==> src/rtl/uart_arb_defs.sv <==
// Shared definitions for the UART TX arbiter: FSM state codes and the
// grant-index width helper.
package uart_arb_defs;

  localparam logic [0:0] ST_IDLE   = 1'b0;
  localparam logic [0:0] ST_LOCKED = 1'b1;

  // A single requester still gets a 1-bit index so port widths never collapse to zero.
  function automatic int gw_of(input int n);
    return (n <= 1) ? 1 : $clog2(n);
  endfunction

endpackage

==> src/rtl/uart_tx_arbiter_rr_pick.sv <==
// Combinational round-robin selector: first set request strictly after
// last_grant, wrapping modulo N_REQ.
module rr_pick
  import uart_arb_defs::*;
#(
  parameter int N_REQ = 2,
  parameter int GW    = gw_of(N_REQ)
) (
  input  logic [N_REQ-1:0] req,
  input  logic [GW-1:0]    last_grant,
  output logic [GW-1:0]    idx,
  output logic             any
);

  // Walk from the farthest candidate back to the nearest so the nearest wins.
  always_comb begin
    idx = '0;
    any = 1'b0;
    for (int k = N_REQ; k >= 1; k--) begin
      if (req[(int'(last_grant) + k) % N_REQ]) begin
        idx = GW'((int'(last_grant) + k) % N_REQ);
        any = 1'b1;
      end
    end
  end

endmodule

==> src/rtl/uart_tx_arbiter.sv <==
// Frame-atomic round-robin arbiter sharing one UART TX byte channel between
// N_REQ sources, with a stall watchdog that forces release of a silent grantee.
//
//   state     | meaning
//   ----------+---------------------------------------------------------------
//   ST_IDLE   | no grant; pick the next requester, lock on the next edge
//   ST_LOCKED | grantee's valid/data/last pass straight through to tx_*
module uart_tx_arbiter
  import uart_arb_defs::*;
#(
  parameter  int N_REQ   = 2,
  parameter  int TIMEOUT = 1_200_000,
  localparam int GW      = gw_of(N_REQ)
) (
  input  logic               CLK,
  input  logic               RST,
  input  logic [N_REQ-1:0]   req_valid,
  input  logic [8*N_REQ-1:0] req_data,
  input  logic [N_REQ-1:0]   req_last,
  output logic [N_REQ-1:0]   req_ready,
  output logic               tx_valid,
  output logic [7:0]         tx_data,
  input  logic               tx_ready,
  output logic [GW-1:0]      grant_idx,
  output logic               busy,
  output logic               abort
);

  localparam int WW = (TIMEOUT > 1) ? $clog2(TIMEOUT) : 1;

  logic [0:0]    state;
  logic [GW-1:0] last_grant;
  logic [GW-1:0] pick_idx;
  logic          pick_any;
  logic [WW-1:0] wd_cnt;
  logic          locked;
  logic          g_valid;
  logic          g_last;
  logic          beat_last;
  logic          stall;
  logic          wd_expire;

  rr_pick #(.N_REQ(N_REQ), .GW(GW)) u_pick (
    .req        (req_valid),
    .last_grant (last_grant),
    .idx        (pick_idx),
    .any        (pick_any)
  );

  // Reset gates the pass-through so nothing leaks to the transmitter while RST is high.
  assign locked    = (state == ST_LOCKED) && !RST;
  assign g_valid   = req_valid[grant_idx];
  assign g_last    = req_last[grant_idx];
  assign tx_valid  = locked && g_valid;
  assign tx_data   = req_data[{grant_idx, 3'b000} +: 8];
  assign beat_last = tx_valid && tx_ready && g_last;
  assign stall     = locked && !g_valid;
  assign wd_expire = (TIMEOUT > 0) && stall && (wd_cnt == WW'(TIMEOUT - 1));
  assign abort     = wd_expire;
  assign busy      = (state == ST_LOCKED);

  always_comb begin
    req_ready = '0;
    if (locked) req_ready[grant_idx] = tx_ready;
  end

  always_ff @(posedge CLK) begin
    if (RST) begin
      state      <= ST_IDLE;
      grant_idx  <= '0;
      last_grant <= GW'(N_REQ - 1);
      wd_cnt     <= '0;
    end else begin
      case (state)
        ST_IDLE: begin
          wd_cnt <= '0;
          if (pick_any) begin
            grant_idx <= pick_idx;
            state     <= ST_LOCKED;
          end
        end
        default: begin
          if (beat_last || wd_expire) begin
            state      <= ST_IDLE;
            last_grant <= grant_idx;
            wd_cnt     <= '0;
          end else if (g_valid) begin
            wd_cnt <= '0;
          end else begin
            wd_cnt <= wd_cnt + WW'(1);
          end
        end
      endcase
    end
  end

  // A final beat needs the grantee's valid high, which also clears the watchdog.
  a_no_last_and_abort: assert property (@(posedge CLK) disable iff (RST)
    !(wd_expire && beat_last));

endmodule
==> config.mk <==
export PLATFORM = sky130hd
export DESIGN_NAME = uart_tx_arbiter
export DESIGN_NICKNAME = d
export VERILOG_FILES = /design/src/rtl/uart_arb_defs.sv /design/src/rtl/uart_tx_arbiter_rr_pick.sv /design/src/rtl/uart_tx_arbiter.sv
export SDC_FILE = /design/constraint.sdc
export NUM_CORES = 1
export LEC_CHECK = 0
export ABC_AREA = 0
export BUFFER_PORTS_ARGS = -buffer_cell sky130_fd_sc_hd__buf_2
export CELL_PAD_IN_SITES_DETAIL_PLACEMENT = 0
export CELL_PAD_IN_SITES_GLOBAL_PLACEMENT = 1
export CORE_MARGIN = 5
export CORE_UTILIZATION = 37
export CTS_BUF_LIST = sky130_fd_sc_hd__clkbuf_16
export DETAILED_ROUTE_END_ITERATION = 8
export GPL_TIMING_DRIVEN = 0
export PLACE_DENSITY = 0.89
export RECOVER_POWER = 50
export SLEW_MARGIN = 25
export SYNTH_ARGS = -nofsm -noshare
export SYNTH_HDL_FRONTEND = slang
export SYNTH_SLANG_ARGS = --single-unit
==> constraint.sdc <==
create_clock -name CLK -period 1.82 [get_ports CLK]
set_input_delay 0.455 -clock CLK [delete_from_list [all_inputs] [get_ports CLK]]
set_output_delay 0.455 -clock CLK [all_outputs]
set_load 0.1 [all_outputs]
Yosys cells after proc, flatten, opt, wreduce, memory -nomap -nowiden
Index checks and enable logic that the tools add are counted.
- bits in registers: 24
- bits of input ports: 23
- output and inout bits: 14
- word-level logic and storage cells: 50
- add/subtract/negate cells: 3
- order comparisons: 4
- eq/ne operators: 1
- shifts and indexed selects: 1
- multiplexer cells: 20
- bitwise gates (word level): 4
- reductions and logical operators: 13
- operators by type and width (operator ; count):
    $add 21x1->21 const B ; 1
    $eq 21x21->1 const B ; 1
    $mux 1 ; 18
    $shiftx 16x5->8 ; 1
    $logic_and 1x1->1 ; 7
    $lt 2x3->1 const B ; 2
    $reduce_and 2->1 ; 2
    $reduce_or 4->1 ; 1
    $add 1x1->1 const B ; 2
    $and 1x1->1 const A ; 2
    $and 2x2->2 ; 1
    $logic_not 1->1 ; 2
    $lt 1x2->1 const B ; 1
    $mux 2 ; 1
    $demux 1 s1 ; 1
    $ge 1x1->1 const B ; 1
    $logic_or 1x1->1 ; 1
    $not 1->1 ; 1

Longest topological paths before layout
Gate-level depths: netlist of the first run.
- depth after elaboration: 9
- depth in mapped cells: 7
- mapped depth without buffers: 5

Modules after synthesis
A second synthesis of the first run with hierarchy kept.
- cells, all modules: 151
- area, all modules: 1280.0 um2
- by module, submodules not included (module ; times used ; cells each ; area an instance (um2) ; seq. area each (um2)):
    uart_tx_arbiter ; 1 ; 149 ; 1266.2 ; 480.5
    rr_pick ; 1 ; 2 ; 13.8 ; 0.0

Worst setup path after synthesis of the first run
Ideal clock, no wire load.
- path kind: reg2out
- from: register grant_idx
- to: output port abort
- data arrival time: 3.654 ns
- data required time: 1.365 ns
- setup slack: -2.289 ns
- stages on the path, launching flop included: 5
- buffers on the path: 1
- path through: dfxtp_1 clkbuf_1 mux2i_1 nand2_1 nor3_1
- longest elaborated chain between the ends: 5
- RTL lines (element ; line ; text):
    start, declared ; uart_tx_arbiter.sv:24 ; output logic [GW-1:0] grant_idx,
    start signal, assigned ; uart_tx_arbiter.sv:78 ; grant_idx <= pick_idx;
    $mux 1 (not written as such) (2 in a row) ; uart_tx_arbiter.sv:52 ; assign g_valid = req_valid[grant_idx];
    $logic_not 1->1 ; uart_tx_arbiter.sv:57 ; assign stall = locked && !g_valid;
    $logic_and 1x1->1 ; uart_tx_arbiter.sv:57 ;
    $logic_and 1x1->1 ; uart_tx_arbiter.sv:58 ; assign wd_expire = (TIMEOUT > 0) && stall && (wd_cnt == WW'(TIMEOUT - 1));
    end, declared ; uart_tx_arbiter.sv:26 ; output logic abort
Every way passes these cells. The select of a mux whose other input is x is not followed.

Worst setup path after layout of the first run
- from: register wd_cnt[1]
- to: output port abort
- longest elaborated chain between the ends: 2
- RTL lines (element ; line ; text):
    start, declared ; uart_tx_arbiter.sv:35 ; logic [WW-1:0] wd_cnt;
    start signal, assigned ; uart_tx_arbiter.sv:90 ; wd_cnt <= wd_cnt + WW'(1);
    $eq 21x21->1 ; uart_tx_arbiter.sv:58 ;
    $logic_and 1x1->1 ; uart_tx_arbiter.sv:58 ;
Every way passes these cells.

==> metrics.txt, run 1 <==
# TYPE chip_impl_metric gauge
chip_impl_metric{name="pwr_density_cell",unit="mW/mm2"} 720
chip_impl_metric{name="leakage",unit="nW"} 0.708
chip_impl_metric{name="maxClockFrequency",unit="MHz"} 479
chip_impl_metric{name="postSynthCellCount",unit=""} 142
chip_impl_metric{name="setup_viol",unit=""} 10
chip_impl_metric{name="wirelength",unit="um"} 3230
chip_impl_metric{name="final_critical_period",unit="ns"} 2.09
chip_impl_metric{name="globalRoute.totalOverflow",unit=""} 0
chip_impl_metric{name="synth_compound_gate_area_share",unit="%"} 8.92
chip_impl_metric{name="clkTransAtPathRegs",unit="ns"} 0.06
chip_impl_metric{name="wire_per_inst",unit="um"} 13.9
chip_impl_metric{name="worst-endpoint-required",unit="ns"} 1.36
chip_impl_info{name="dominant_combinational_cell_family_by_area_after_synthesis",value="simple AND/OR/NAND/NOR gates"} 1
chip_impl_metric{name="timing.max_slew.rel_slack",unit="%"} 64.2
chip_impl_metric{name="async_flop_share",unit="%"} 0
chip_impl_metric{name="timing.hold.worst_path_depth",unit=""} 2
chip_impl_metric{name="cts-htree-levels",unit=""} 1
chip_impl_metric{name="finalHoldViolations",unit=""} 0
chip_impl_metric{name="yosys.area_share.xor_xnor",unit="%"} 8.52
chip_impl_metric{name="globalRouteTotalUtil",unit="%"} 15.1
chip_impl_metric{name="worstPathArrival",unit="ns"} 1.63
chip_impl_info{name="tritoncts",value="built"} 1
chip_impl_metric{name="drv_slew",unit=""} 0
chip_impl_info{name="dominantRegCellSynth",value="sky130_fd_sc_hd__dfxtp_1"} 1
chip_impl_info{name="critPathCaptureType",value="primary output"} 1
chip_impl_metric{name="instances_no_fill",unit=""} 232
chip_impl_metric{name="syn_avg_cell_area",unit="um2"} 8.69
chip_impl_metric{name="post-route-period-util",unit="%"} 115
chip_impl_metric{name="hold_ws",unit="ns"} 0.446
chip_impl_info{name="layout_commonest_cell",value="sky130_fd_sc_hd__buf_2"} 1
chip_impl_info{name="clock_tree.root_cell",value="sky130_fd_sc_hd__clkbuf_16"} 1
chip_impl_metric{name="post_route_cells_drive_above_1_share",unit="%"} 40.3
chip_impl_metric{name="r2r_cells",unit=""} 7
chip_impl_metric{name="mapped_area",unit="mm2"} 0.00123
chip_impl_metric{name="timing.clock.skew",unit="ns"} 0.00196
chip_impl_metric{name="syn-num-nets",unit=""} 166
chip_impl_metric{name="die_width",unit="um"} 67.7
chip_impl_metric{name="floorplan.initialDensity",unit="%"} 37.6
chip_impl_metric{name="max-clock-path-buffers",unit=""} 2
chip_impl_metric{name="max_cap_viol_count",unit=""} 0
chip_impl_metric{name="die-area",unit="mm2"} 0.00459
chip_impl_metric{name="tritoncts_buffers",unit=""} 3
chip_impl_metric{name="io_buffer_count",unit=""} 36
chip_impl_metric{name="floorplan.rows",unit=""} 21
chip_impl_metric{name="dp_slack",unit="ns"} -0.367
chip_impl_metric{name="gpl.final_weighted_congestion",unit=""} 0.848
chip_impl_info{name="status",value="finished with violations"} 1
chip_impl_info{name="min_from",value="RST"} 1
chip_impl_metric{name="vias_in_the_first_global_route",unit=""} 1149
chip_impl_info{name="violations_in_the_final_reports",value="setup timing"} 1
chip_impl_metric{name="drt_drc",unit=""} 0
chip_impl_metric{name="num-nets-final",unit=""} 211
chip_impl_metric{name="synth_seq_area_share",unit="%"} 38.9
chip_impl_metric{name="antennaDiodeCount",unit=""} 0
chip_impl_info{name="regToRegStartpoint",value="wd_cnt[1]"} 1
chip_impl_metric{name="overall_via_count_from_detail_route",unit=""} 1208
chip_impl_metric{name="floorplan.io_pins",unit=""} 37
chip_impl_metric{name="synth_enable_flop_cells",unit=""} 0
chip_impl_metric{name="dp.final_hpwl",unit="um"} 2180
chip_impl_metric{name="area_delta_synth_final",unit="%"} 47.8
chip_impl_info{name="crit_type",value="reg2out"} 1
chip_impl_metric{name="proportion_of_synthesized_area_in_mux_cells",unit="%"} 8.92
chip_impl_metric{name="tightest_slew",unit="ns"} 0.540
chip_impl_metric{name="detail_route.vias_per_cell",unit=""} 5.21
chip_impl_metric{name="number_of_antenna_violations_at_the_first_check_in_global_routing",unit=""} 0
chip_impl_info{name="rsz0062_at_grt",value="yes"} 1
chip_impl_metric{name="global_route_wire_length_before_repair",unit="um"} 5180
chip_impl_info{name="hp-class",value="in2reg"} 1
chip_impl_info{name="reg2reg_to",value="wd_cnt[11]"} 1
chip_impl_metric{name="finalPower",unit="mW"} 1.31
chip_impl_metric{name="synth_simple_gate_area_share",unit="%"} 30.2
chip_impl_metric{name="core_area",unit="mm2"} 0.00328
chip_impl_metric{name="numPlacedInstances",unit=""} 224
chip_impl_metric{name="r2r_setup_slack",unit="ns"} 0.13
chip_impl_metric{name="clock_sink_count",unit=""} 24
chip_impl_metric{name="dr.pass1.iters",unit=""} 4
chip_impl_metric{name="grt_max_degree",unit=""} 14
chip_impl_info{name="hold_end",value="grant_idx"} 1
chip_impl_metric{name="postLayoutCoreUtil",unit="%"} 55.5
chip_impl_metric{name="antenna_left",unit=""} 0
chip_impl_metric{name="worstPathMaxFanout",unit=""} 3
chip_impl_info{name="final_cell_mix",value="26 x sky130_fd_sc_hd__buf_2, 19 x sky130_fd_sc_hd__dfxtp_1, 16 x sky130_fd_sc_hd__nor2_1"} 1
chip_impl_metric{name="postLayoutSetupSlackWorst",unit="ns"} -0.269
chip_impl_metric{name="yosys.cell_types.count",unit=""} 31
chip_impl_metric{name="synthAdderAreaFrac",unit="%"} 1.01
chip_impl_metric{name="synth.yosys.warnings",unit=""} 0
chip_impl_metric{name="die_h",unit="um"} 67.7
chip_impl_metric{name="max-vdd-ir-drop",unit="uV"} 351
chip_impl_metric{name="synth-seq-cells",unit=""} 24
chip_impl_metric{name="drt-initial-drc-count",unit=""} 69
chip_impl_metric{name="insertion_delay_to_the_later_sink_of_the_worst_skew_pair",unit="ns"} 0.26
chip_impl_info{name="setup.worst_path.start_class",value="register"} 1
[sequential cells by signal, indices dropped and copies added (netlist names)]
signal	flops
busy	1
grant_idx	1
last_grant	1
wd_cnt	21
[power by group]
part	switching [mW]	total, mW	internal [mW]	leakage, nW
clock network	0.176	0.469	0.293	0.0423
logic	0.200	0.307	0.106	0.469
registers	0.00726	0.537	0.529	0.197
[worst max path at each step]
stage | endpoint | cells after the start | slack [ns] | startpoint
after floorplan | abort | 4 | -0.46 | grant_idx
after global placement | abort | 6 | -0.35 | wd_cnt[0]
after detailed placement | abort | 6 | -0.37 | wd_cnt[1]
after CTS | abort | 6 | -0.27 | wd_cnt[0]
after global routing | abort | 5 | -0.35 | wd_cnt[1]
final | abort | 5 | -0.27 | wd_cnt[1]
[area by class of cell]
| type | count | area [um2] |
|---|---|---|
| buffer | 5 | 47.5 |
| clock buffer | 3 | 75.1 |
| clock inverter | 1 | 3.75 |
| fill | 280 | 1460 |
| inverter | 2 | 7.51 |
| multi-input combinational | 109 | 796 |
| sequential | 24 | 492 |
| tap | 46 | 57.6 |
| timing repair buffer | 42 | 344 |
[cells by family after synthesis]
| group | count (synthesis) |
|---|---|
| xor gates and xnor gates | 12 |
| adders and majority gates | 1 |
| AOI/OAI and AO/OA | 19 |
| muxes | 10 |
| buffers and inverters | 9 |
| DFF | 24 |
| and+or+nand+nor | 67 |
[metrics by stage]
| stage | area, um2 | setup TNS [ns] |
|---|---|---|
| finish | 1820 | -0.971 |
| global route | 1820 | -1.60 |
| CTS | 1750 | -0.267 |
| detailed placement | 1560 | -2.08 |
| global placement | 1560 | -1.82 |
| floorplan | 1320 | -2.92 |
[synthesized netlist by cell type (3+ instances only)]
cell	count	area share, %
sky130_fd_sc_hd__nand3b_1	3	1.8
sky130_fd_sc_hd__nand3_1	5	2.0
sky130_fd_sc_hd__nor3_1	3	1.2
sky130_fd_sc_hd__or3_1	6	3.0
sky130_fd_sc_hd__and4_1	4	2.8
sky130_fd_sc_hd__xor2_1	11	7.8
sky130_fd_sc_hd__nor2_1	17	5.2
sky130_fd_sc_hd__a21oi_1	8	3.2
sky130_fd_sc_hd__nand4_1	7	3.5
sky130_fd_sc_hd__mux2_2	8	7.3
sky130_fd_sc_hd__buf_2	4	1.6
sky130_fd_sc_hd__and3_1	4	2.0
sky130_fd_sc_hd__nand2_1	10	3.0
sky130_fd_sc_hd__dfxtp_1	24	39
sky130_fd_sc_hd__o21ai_0	7	2.8
[routing by layer]
metal / part of all wire [%] / global-route usage (%)
met1: 43 / 16.6
met3: 4.8 / 3.49
met4: 1.4 / 5.32
met2: 51 / 27.7
met5: 0 / 0
[what timing repair did]
item	in CTS	in global routing
gates resized for setup	27	22
setup endpoints to repair	12	30
pin swaps	2	4
hold buffers	0	0
buffers inserted	5	1
[worst max-delay path, cell delays in order (launching register included)]
cell and delay [ns]:
sky130_fd_sc_hd__dfxtp_2 0.36, sky130_fd_sc_hd__ha_4 0.14, sky130_fd_sc_hd__and4_4 0.23, sky130_fd_sc_hd__nand4_1 0.18
sky130_fd_sc_hd__nor3_4 0.27, sky130_fd_sc_hd__buf_12 0.20
No activity file was read; power rests on OpenSTA's default activity.
==> run 2, diff against run 1 <==
--- a/config.mk
+++ b/config.mk
@@ -11,11 +11,11 @@
 export CELL_PAD_IN_SITES_GLOBAL_PLACEMENT = 1
 export CORE_MARGIN = 5
 export CORE_UTILIZATION = 37
-export CTS_BUF_LIST = sky130_fd_sc_hd__clkbuf_16
 export DETAILED_ROUTE_END_ITERATION = 8
 export GPL_TIMING_DRIVEN = 0
 export PLACE_DENSITY = 0.89
 export RECOVER_POWER = 50
+export SETUP_SLACK_MARGIN = 0.5
 export SLEW_MARGIN = 25
 export SYNTH_ARGS = -nofsm -noshare
 export SYNTH_HDL_FRONTEND = slang
==> run 2 against run 1 <==
  * Routed wire length up 22%
  * Worst hold slack worse by 0.060 ns
  * Worst setup slack worse by 0.077 ns
  * Critical path type unchanged
  * Highest routed layer unchanged
  * The flow still finishes with violations (setup timing)
  * Largest cell class unchanged
  * Critical endpoint unchanged
  * Global-route usage up 2.2 points
  * Die area unchanged
  * Count of clock-buffer cells in the layout unchanged
  * Sequential share of layout area down 2.2 points
  * Sequential power about the same
  * Power down 12%
  * Via count up 5.5%
  * Combinational power up 23%
==> metrics.txt, run 2 (same netlist as run 1, synthesis figures left out) <==
# TYPE chip_impl_metric gauge
chip_impl_info{name="status",value="finished with violations"} 1
chip_impl_info{name="violations_in_the_final_reports",value="setup timing"} 1
chip_impl_metric{name="dr.pass1.iters",unit=""} 4
chip_impl_metric{name="worstPathMaxFanout",unit=""} 6
chip_impl_metric{name="globalRoute.totalOverflow",unit=""} 0
chip_impl_metric{name="maxClockFrequency",unit="MHz"} 462
chip_impl_metric{name="tightest_slew",unit="ns"} 0.554
chip_impl_metric{name="setup_viol",unit=""} 12
chip_impl_metric{name="timing.clock.skew",unit="ns"} 0.00323
chip_impl_metric{name="core_area",unit="mm2"} 0.00328
chip_impl_info{name="final_cell_mix",value="24 x sky130_fd_sc_hd__buf_2, 19 x sky130_fd_sc_hd__dfxtp_1, 16 x sky130_fd_sc_hd__nor2_1"} 1
chip_impl_metric{name="max-clock-path-buffers",unit=""} 2
chip_impl_info{name="setup.worst_path.start_class",value="register"} 1
chip_impl_metric{name="detail_route.vias_per_cell",unit=""} 5.33
chip_impl_metric{name="post-route-period-util",unit="%"} 119
chip_impl_metric{name="tritoncts_buffers",unit=""} 3
chip_impl_metric{name="internal_power",unit="uW"} 764
chip_impl_metric{name="clkTransAtPathRegs",unit="ns"} 0.13
chip_impl_metric{name="drt_drc",unit=""} 0
chip_impl_metric{name="io_buffer_count",unit=""} 36
chip_impl_metric{name="globalRouteTotalUtil",unit="%"} 17.3
chip_impl_metric{name="finalHoldViolations",unit=""} 0
chip_impl_metric{name="floorplan.io_pins",unit=""} 37
chip_impl_metric{name="worstPathArrival",unit="ns"} 1.71
chip_impl_metric{name="switching_share",unit="%"} 33.7
chip_impl_metric{name="grt_max_degree",unit=""} 14
chip_impl_metric{name="insertion_delay_to_the_later_sink_of_the_worst_skew_pair",unit="ns"} 0.31
chip_impl_metric{name="clock_power_share",unit="%"} 20.7
chip_impl_metric{name="overall_via_count_from_detail_route",unit=""} 1274
chip_impl_metric{name="max-vdd-ir-drop",unit="uV"} 254
chip_impl_metric{name="share_seq_of_total_power",unit="%"} 46.4
chip_impl_metric{name="instances_no_fill",unit=""} 239
chip_impl_metric{name="clock_sink_count",unit=""} 24
chip_impl_metric{name="gpl.final_weighted_congestion",unit=""} 0.797
chip_impl_metric{name="max_cap_viol_count",unit=""} 0
chip_impl_info{name="rsz0062_at_grt",value="yes"} 1
chip_impl_metric{name="global_route_wire_length_before_repair",unit="um"} 5890
chip_impl_metric{name="worst-endpoint-required",unit="ns"} 1.36
chip_impl_metric{name="cts-htree-levels",unit=""} 1
chip_impl_metric{name="net_load_switching_power",unit="uW"} 388
chip_impl_info{name="tritoncts",value="built"} 1
chip_impl_metric{name="die-area",unit="mm2"} 0.00459
chip_impl_metric{name="area_delta_synth_final",unit="%"} 61.7
chip_impl_metric{name="drt-initial-drc-count",unit=""} 36
chip_impl_metric{name="final_critical_period",unit="ns"} 2.17
chip_impl_metric{name="leakage",unit="nW"} 0.770
chip_impl_info{name="clock_tree.root_cell",value="sky130_fd_sc_hd__clkbuf_4"} 1
chip_impl_metric{name="floorplan.initialDensity",unit="%"} 37.6
chip_impl_metric{name="dpl-instance-area",unit="mm2"} 0.00159
chip_impl_metric{name="setup_total_negative_slack",unit="ns"} -2.05
chip_impl_metric{name="finalPower",unit="mW"} 1.15
chip_impl_metric{name="hold_ws",unit="ns"} 0.386
chip_impl_metric{name="drv_slew",unit=""} 0
chip_impl_metric{name="vias_in_the_first_global_route",unit=""} 1295
chip_impl_metric{name="number_of_antenna_violations_at_the_first_check_in_global_routing",unit=""} 0
chip_impl_info{name="hp-class",value="in2reg"} 1
chip_impl_metric{name="timing.max_slew.rel_slack",unit="%"} 63.2
chip_impl_info{name="layout_commonest_cell",value="sky130_fd_sc_hd__buf_2"} 1
chip_impl_metric{name="num-nets-final",unit=""} 218
chip_impl_metric{name="post_route_cells_drive_above_1_share",unit="%"} 46.6
chip_impl_metric{name="postLayoutCoreUtil",unit="%"} 60.7
chip_impl_metric{name="floorplan.rows",unit=""} 21
chip_impl_metric{name="largest_register_ffs",unit=""} 21
chip_impl_metric{name="design_area",unit="mm2"} 0.00199
chip_impl_metric{name="die_width",unit="um"} 67.7
chip_impl_info{name="largest_register",value="wd_cnt"} 1
chip_impl_metric{name="die_h",unit="um"} 67.7
chip_impl_metric{name="wire_per_inst",unit="um"} 16.5
chip_impl_metric{name="postLayoutSetupSlackWorst",unit="ns"} -0.345
chip_impl_metric{name="wirelength",unit="um"} 3940
chip_impl_metric{name="share_comb_of_total_power",unit="%"} 32.9
chip_impl_metric{name="antennaDiodeCount",unit=""} 0
chip_impl_info{name="critPathCaptureType",value="primary output"} 1
chip_impl_info{name="crit_type",value="reg2out"} 1
chip_impl_metric{name="numPlacedInstances",unit=""} 224
chip_impl_metric{name="antenna_left",unit=""} 0
chip_impl_metric{name="pwr_density_cell",unit="mW/mm2"} 578
chip_impl_metric{name="dp.final_hpwl",unit="um"} 2260
chip_impl_metric{name="dp_slack",unit="ns"} -0.373
-- run 2: critical path, stage by stage, from the launching register on --
cell                       delay [ns]
sky130_fd_sc_hd__dfxtp_1         0.46
sky130_fd_sc_hd__nor4bb_1        0.27
sky130_fd_sc_hd__nand2_1         0.21
sky130_fd_sc_hd__nor3_4          0.25
sky130_fd_sc_hd__buf_12          0.20
-- run 2: worst paths after layout --
check             slack, ns  cells past startpoint        from         end
hold / removal         0.39                      2         RST   grant_idx
setup reg to reg       0.05                      7   wd_cnt[0]  last_grant
hold reg to reg        0.52                      2  wd_cnt[20]  wd_cnt[20]
setup / recovery      -0.35                      4  wd_cnt[11]       abort
-- run 2: layer usage --
| metal | wire, um | share of wire, % | vias up | global-route usage [%] |
|---|---|---|---|---|
| met2 | 2270 | 58 | 29 | 34.8 |
| met4 | 68 | 1.7 | 0 | 6.58 |
| li1 | - | - | 605 | - |
| met1 | 1490 | 38 | 634 | 17.9 |
| met3 | 115 | 2.9 | 6 | 1.66 |
| met5 | 0 | 0 | - | 0 |
-- run 2: power groups by stage --
stage	clock network [mW]	registers [mW]	logic, mW
2_1_floorplan	0	0.567	0.183
5_1_grt	0.268	0.537	0.389
3_3_place_gp	0	0.546	0.254
4_1_cts	0.247	0.535	0.364
6_report	0.238	0.535	0.379
3_5_place_dp	0	0.546	0.258
-- run 2: timing repair --
action,CTS,global route
resized for setup,76,7
pin swaps,2,3
setup buffers,7,2
hold buffers,0,0
endpoints found under the setup margin,37,36
gates cloned,2,0
hold endpoints to repair,0,0
-- run 2: layout make-up --
| cell class | count | area (um2) |
|---|---|---|
| inverter | 2 | 7.51 |
| fill | 291 | 1290 |
| clock buffer | 3 | 22.5 |
| clock inverter | 1 | 3.75 |
| timing repair buffer | 47 | 484 |
| buffer | 7 | 93.8 |
| sequential | 24 | 494 |
| multi-input combinational | 109 | 831 |
| tap | 46 | 57.6 |
==> run 3, diff against run 2 <==
--- a/config.mk
+++ b/config.mk
@@ -9,7 +9,7 @@
 export BUFFER_PORTS_ARGS = -buffer_cell sky130_fd_sc_hd__buf_2
 export CELL_PAD_IN_SITES_DETAIL_PLACEMENT = 0
 export CELL_PAD_IN_SITES_GLOBAL_PLACEMENT = 1
-export CORE_MARGIN = 5
+export CORE_MARGIN = 8
 export CORE_UTILIZATION = 37
 export DETAILED_ROUTE_END_ITERATION = 8
 export GPL_TIMING_DRIVEN = 0
==> run 3 against run 2 <==
  * The flow still finishes with violations (setup timing)
  * Core utilization is 2.4 points higher
  * Routed wire length fell by 8.6%
  * Die area up 18%
  * Combinational power about the same
  * Flip-flop and latch count stayed put
  * Global-route usage is 4.2 points lower
==> metrics.txt, run 3 (same netlist as run 1, synthesis figures left out) <==
# TYPE chip_impl_metric gauge
chip_impl_info{name="status",value="finished with violations"} 1
chip_impl_info{name="violations_in_the_final_reports",value="setup timing"} 1
chip_impl_metric{name="tritoncts_buffers",unit=""} 3
chip_impl_metric{name="drt_drc",unit=""} 0
chip_impl_metric{name="r2r_cells",unit=""} 8
chip_impl_metric{name="die_h",unit="um"} 73.7
chip_impl_info{name="tritoncts",value="built"} 1
chip_impl_info{name="crit_chain",value="nor4b_1, nand2_1, nor3_4, buf_12"} 1
chip_impl_metric{name="leakage",unit="nW"} 0.817
chip_impl_metric{name="vias_in_the_first_global_route",unit=""} 1205
chip_impl_info{name="reg2reg_to",value="wd_cnt[18]"} 1
chip_impl_metric{name="maxClockFrequency",unit="MHz"} 470
chip_impl_metric{name="number_of_antenna_violations_at_the_first_check_in_global_routing",unit=""} 0
chip_impl_metric{name="grt_max_degree",unit=""} 14
chip_impl_metric{name="wire_per_inst",unit="um"} 14.8
chip_impl_metric{name="antenna_left",unit=""} 0
chip_impl_info{name="hold_end",value="busy"} 1
chip_impl_metric{name="floorplan.rows",unit=""} 21
chip_impl_metric{name="dp.final_hpwl",unit="um"} 2260
chip_impl_metric{name="max-vdd-ir-drop",unit="uV"} 486
chip_impl_metric{name="switching_share",unit="%"} 31.9
chip_impl_info{name="critPathCaptureType",value="primary output"} 1
chip_impl_metric{name="pwr_density_cell",unit="mW/mm2"} 578
chip_impl_info{name="hp-class",value="in2reg"} 1
chip_impl_metric{name="max_cap_viol_count",unit=""} 0
chip_impl_info{name="regToRegStartpoint",value="wd_cnt[0]"} 1
chip_impl_metric{name="fillers",unit=""} 270
chip_impl_info{name="rsz0062_at_grt",value="yes"} 1
chip_impl_metric{name="clock_power_share",unit="%"} 23.2
chip_impl_metric{name="max-clock-path-buffers",unit=""} 2
chip_impl_metric{name="floorplan.initialDensity",unit="%"} 37.9
chip_impl_metric{name="worstPathMaxFanout",unit=""} 6
chip_impl_metric{name="drv_slew",unit=""} 0
chip_impl_info{name="clock_tree.root_cell",value="sky130_fd_sc_hd__clkbuf_4"} 1
chip_impl_metric{name="floorplan.io_pins",unit=""} 37
chip_impl_metric{name="wirelength",unit="um"} 3600
chip_impl_metric{name="share_seq_of_total_power",unit="%"} 45.0
chip_impl_metric{name="insertion_delay_to_the_later_sink_of_the_worst_skew_pair",unit="ns"} 0.31
chip_impl_metric{name="worstPathArrival",unit="ns"} 1.67
chip_impl_metric{name="largest_register_ffs",unit=""} 21
chip_impl_metric{name="crit_path_max_incr_delay",unit="ns"} 0.38
chip_impl_metric{name="drt-initial-drc-count",unit=""} 59
chip_impl_metric{name="core_area",unit="mm2"} 0.00326
chip_impl_metric{name="overall_via_count_from_detail_route",unit=""} 1260
chip_impl_metric{name="post-route-period-util",unit="%"} 117
chip_impl_metric{name="post_route_cells_drive_above_1_share",unit="%"} 48.2
chip_impl_metric{name="net_load_switching_power",unit="uW"} 380
chip_impl_metric{name="globalRouteTotalUtil",unit="%"} 13.0
chip_impl_metric{name="io_buffer_count",unit=""} 36
chip_impl_metric{name="dpl-instance-area",unit="mm2"} 0.00159
chip_impl_metric{name="final_critical_period",unit="ns"} 2.13
chip_impl_metric{name="die-area",unit="mm2"} 0.00544
chip_impl_info{name="largest_register",value="wd_cnt"} 1
chip_impl_metric{name="die_width",unit="um"} 73.7
chip_impl_metric{name="num-nets-final",unit=""} 222
chip_impl_info{name="critical_path.slowest_cell",value="sky130_fd_sc_hd__dfxtp_1"} 1
chip_impl_metric{name="cts-htree-levels",unit=""} 1
chip_impl_info{name="setup.worst_path.start_class",value="register"} 1
chip_impl_metric{name="worst-endpoint-required",unit="ns"} 1.36
chip_impl_metric{name="antennaDiodeCount",unit=""} 0
chip_impl_metric{name="internal_power",unit="uW"} 811
chip_impl_metric{name="global_route_wire_length_before_repair",unit="um"} 5610
chip_impl_metric{name="gpl.final_weighted_congestion",unit=""} 0.776
chip_impl_metric{name="tightest_slew",unit="ns"} 0.287
chip_impl_metric{name="seq_area",unit="um2"} 492
chip_impl_info{name="min_from",value="RST"} 1
chip_impl_metric{name="dr.pass1.iters",unit=""} 4
chip_impl_metric{name="share_comb_of_total_power",unit="%"} 31.8
chip_impl_metric{name="globalRoute.totalOverflow",unit=""} 0
chip_impl_metric{name="timing.hold.worst_path_depth",unit=""} 2
chip_impl_metric{name="clock_sink_count",unit=""} 24
chip_impl_info{name="final_cell_mix",value="24 x sky130_fd_sc_hd__buf_2, 19 x sky130_fd_sc_hd__dfxtp_1, 16 x sky130_fd_sc_hd__nor2_1"} 1
chip_impl_metric{name="postLayoutSetupSlackWorst",unit="ns"} -0.308
chip_impl_metric{name="design_area",unit="mm2"} 0.00206
chip_impl_metric{name="multi_input_logic_area",unit="um2"} 856
chip_impl_metric{name="area_delta_synth_final",unit="%"} 66.8
chip_impl_metric{name="r2r_setup_slack",unit="ns"} 0.08
chip_impl_info{name="layout_commonest_cell",value="sky130_fd_sc_hd__buf_2"} 1
chip_impl_metric{name="clkTransAtPathRegs",unit="ns"} 0.13
chip_impl_metric{name="timing.clock.skew",unit="ns"} 0.0124
chip_impl_metric{name="finalHoldViolations",unit=""} 0
chip_impl_metric{name="dp_slack",unit="ns"} -0.353
chip_impl_metric{name="timing.max_slew.rel_slack",unit="%"} 80.6
chip_impl_metric{name="setup_viol",unit=""} 11
chip_impl_metric{name="detail_route.vias_per_cell",unit=""} 5.19
chip_impl_info{name="crit_type",value="reg2out"} 1
## run 3: cell count changes in the layout (fill, tap and decap cells not counted), moves of 2 or more
cell                      change
sky130_fd_sc_hd__buf_6        +3
sky130_fd_sc_hd__buf_4        +3
sky130_fd_sc_hd__nor2b_4      +2
sky130_fd_sc_hd__nor2b_2      -2
## run 3: worst max path at each step
stage | startpoint | endpoint | slack [ns] | cells past startpoint
floorplan | grant_idx | abort | -0.46 | 4
global placement | wd_cnt[0] | abort | -0.34 | 6
detailed placement | wd_cnt[0] | abort | -0.35 | 6
CTS | wd_cnt[0] | abort | -0.32 | 6
global route | wd_cnt[11] | abort | -0.40 | 4
finish | wd_cnt[15] | abort | -0.31 | 4
## run 3: worst max-delay path: cells and delay by family, from the launching register on
family	cells	cell delay, ns
AND/OR/NAND/NOR	3	0.79
flip-flops	1	0.38
buffers and inverters	1	0.20
## run 3: final cells by class
type,instances,share of cell area (%)
well taps,46,2.80
plain buffers,7,3.89
repair buffers,51,25.7
multi-input cells,109,41.6
inverters,2,0.365
clock buffers,4,1.76
flip-flops and latches,24,23.9
## run 3: through the flow
step	setup TNS, ns	cells	power, mW	util (%)	hold WS [ns]
6_report	-1.91	243	1.19	63.2	0.386
5_1_grt	-2.69	243	1.24	63.2	0.382
4_1_cts	-1.95	236	1.18	60.2	0.362
3_5_place_dp	-2.02	224	0.804	48.7	0.450
3_3_place_gp	-1.86	224	0.800	48.7	0.439
2_1_floorplan	-2.92	142	0.750	-	0.427
## run 3: timing repair
item                                    in CTS  in global routing
cloned                                       0                  0
buffers inserted                             8                  7
hold buffers                                 0                  0
endpoints found under the setup margin      37                 36
resized for setup                           73                 11
pin swaps                                    2                  3
## run 3: routing by layer
metal / vias up / GRT usage (%) / routed length, um
met5: - / 0 / 0
met4: 0 / 3.55 / 43
met3: 6 / 2.59 / 192
met2: 34 / 25.1 / 1870
met1: 603 / 13.7 / 1500
li1: 617 / - / -
## run 3: power groups by stage
| stage | Sequential (mW) | Clock, mW | Combinational (mW) |
|---|---|---|---|
| floorplan | 0.567 | 0 | 0.183 |
| global placement | 0.546 | 0 | 0.254 |
| detailed placement | 0.546 | 0 | 0.258 |
| CTS | 0.536 | 0.287 | 0.357 |
| global route | 0.537 | 0.307 | 0.392 |
| finish | 0.536 | 0.276 | 0.378 |
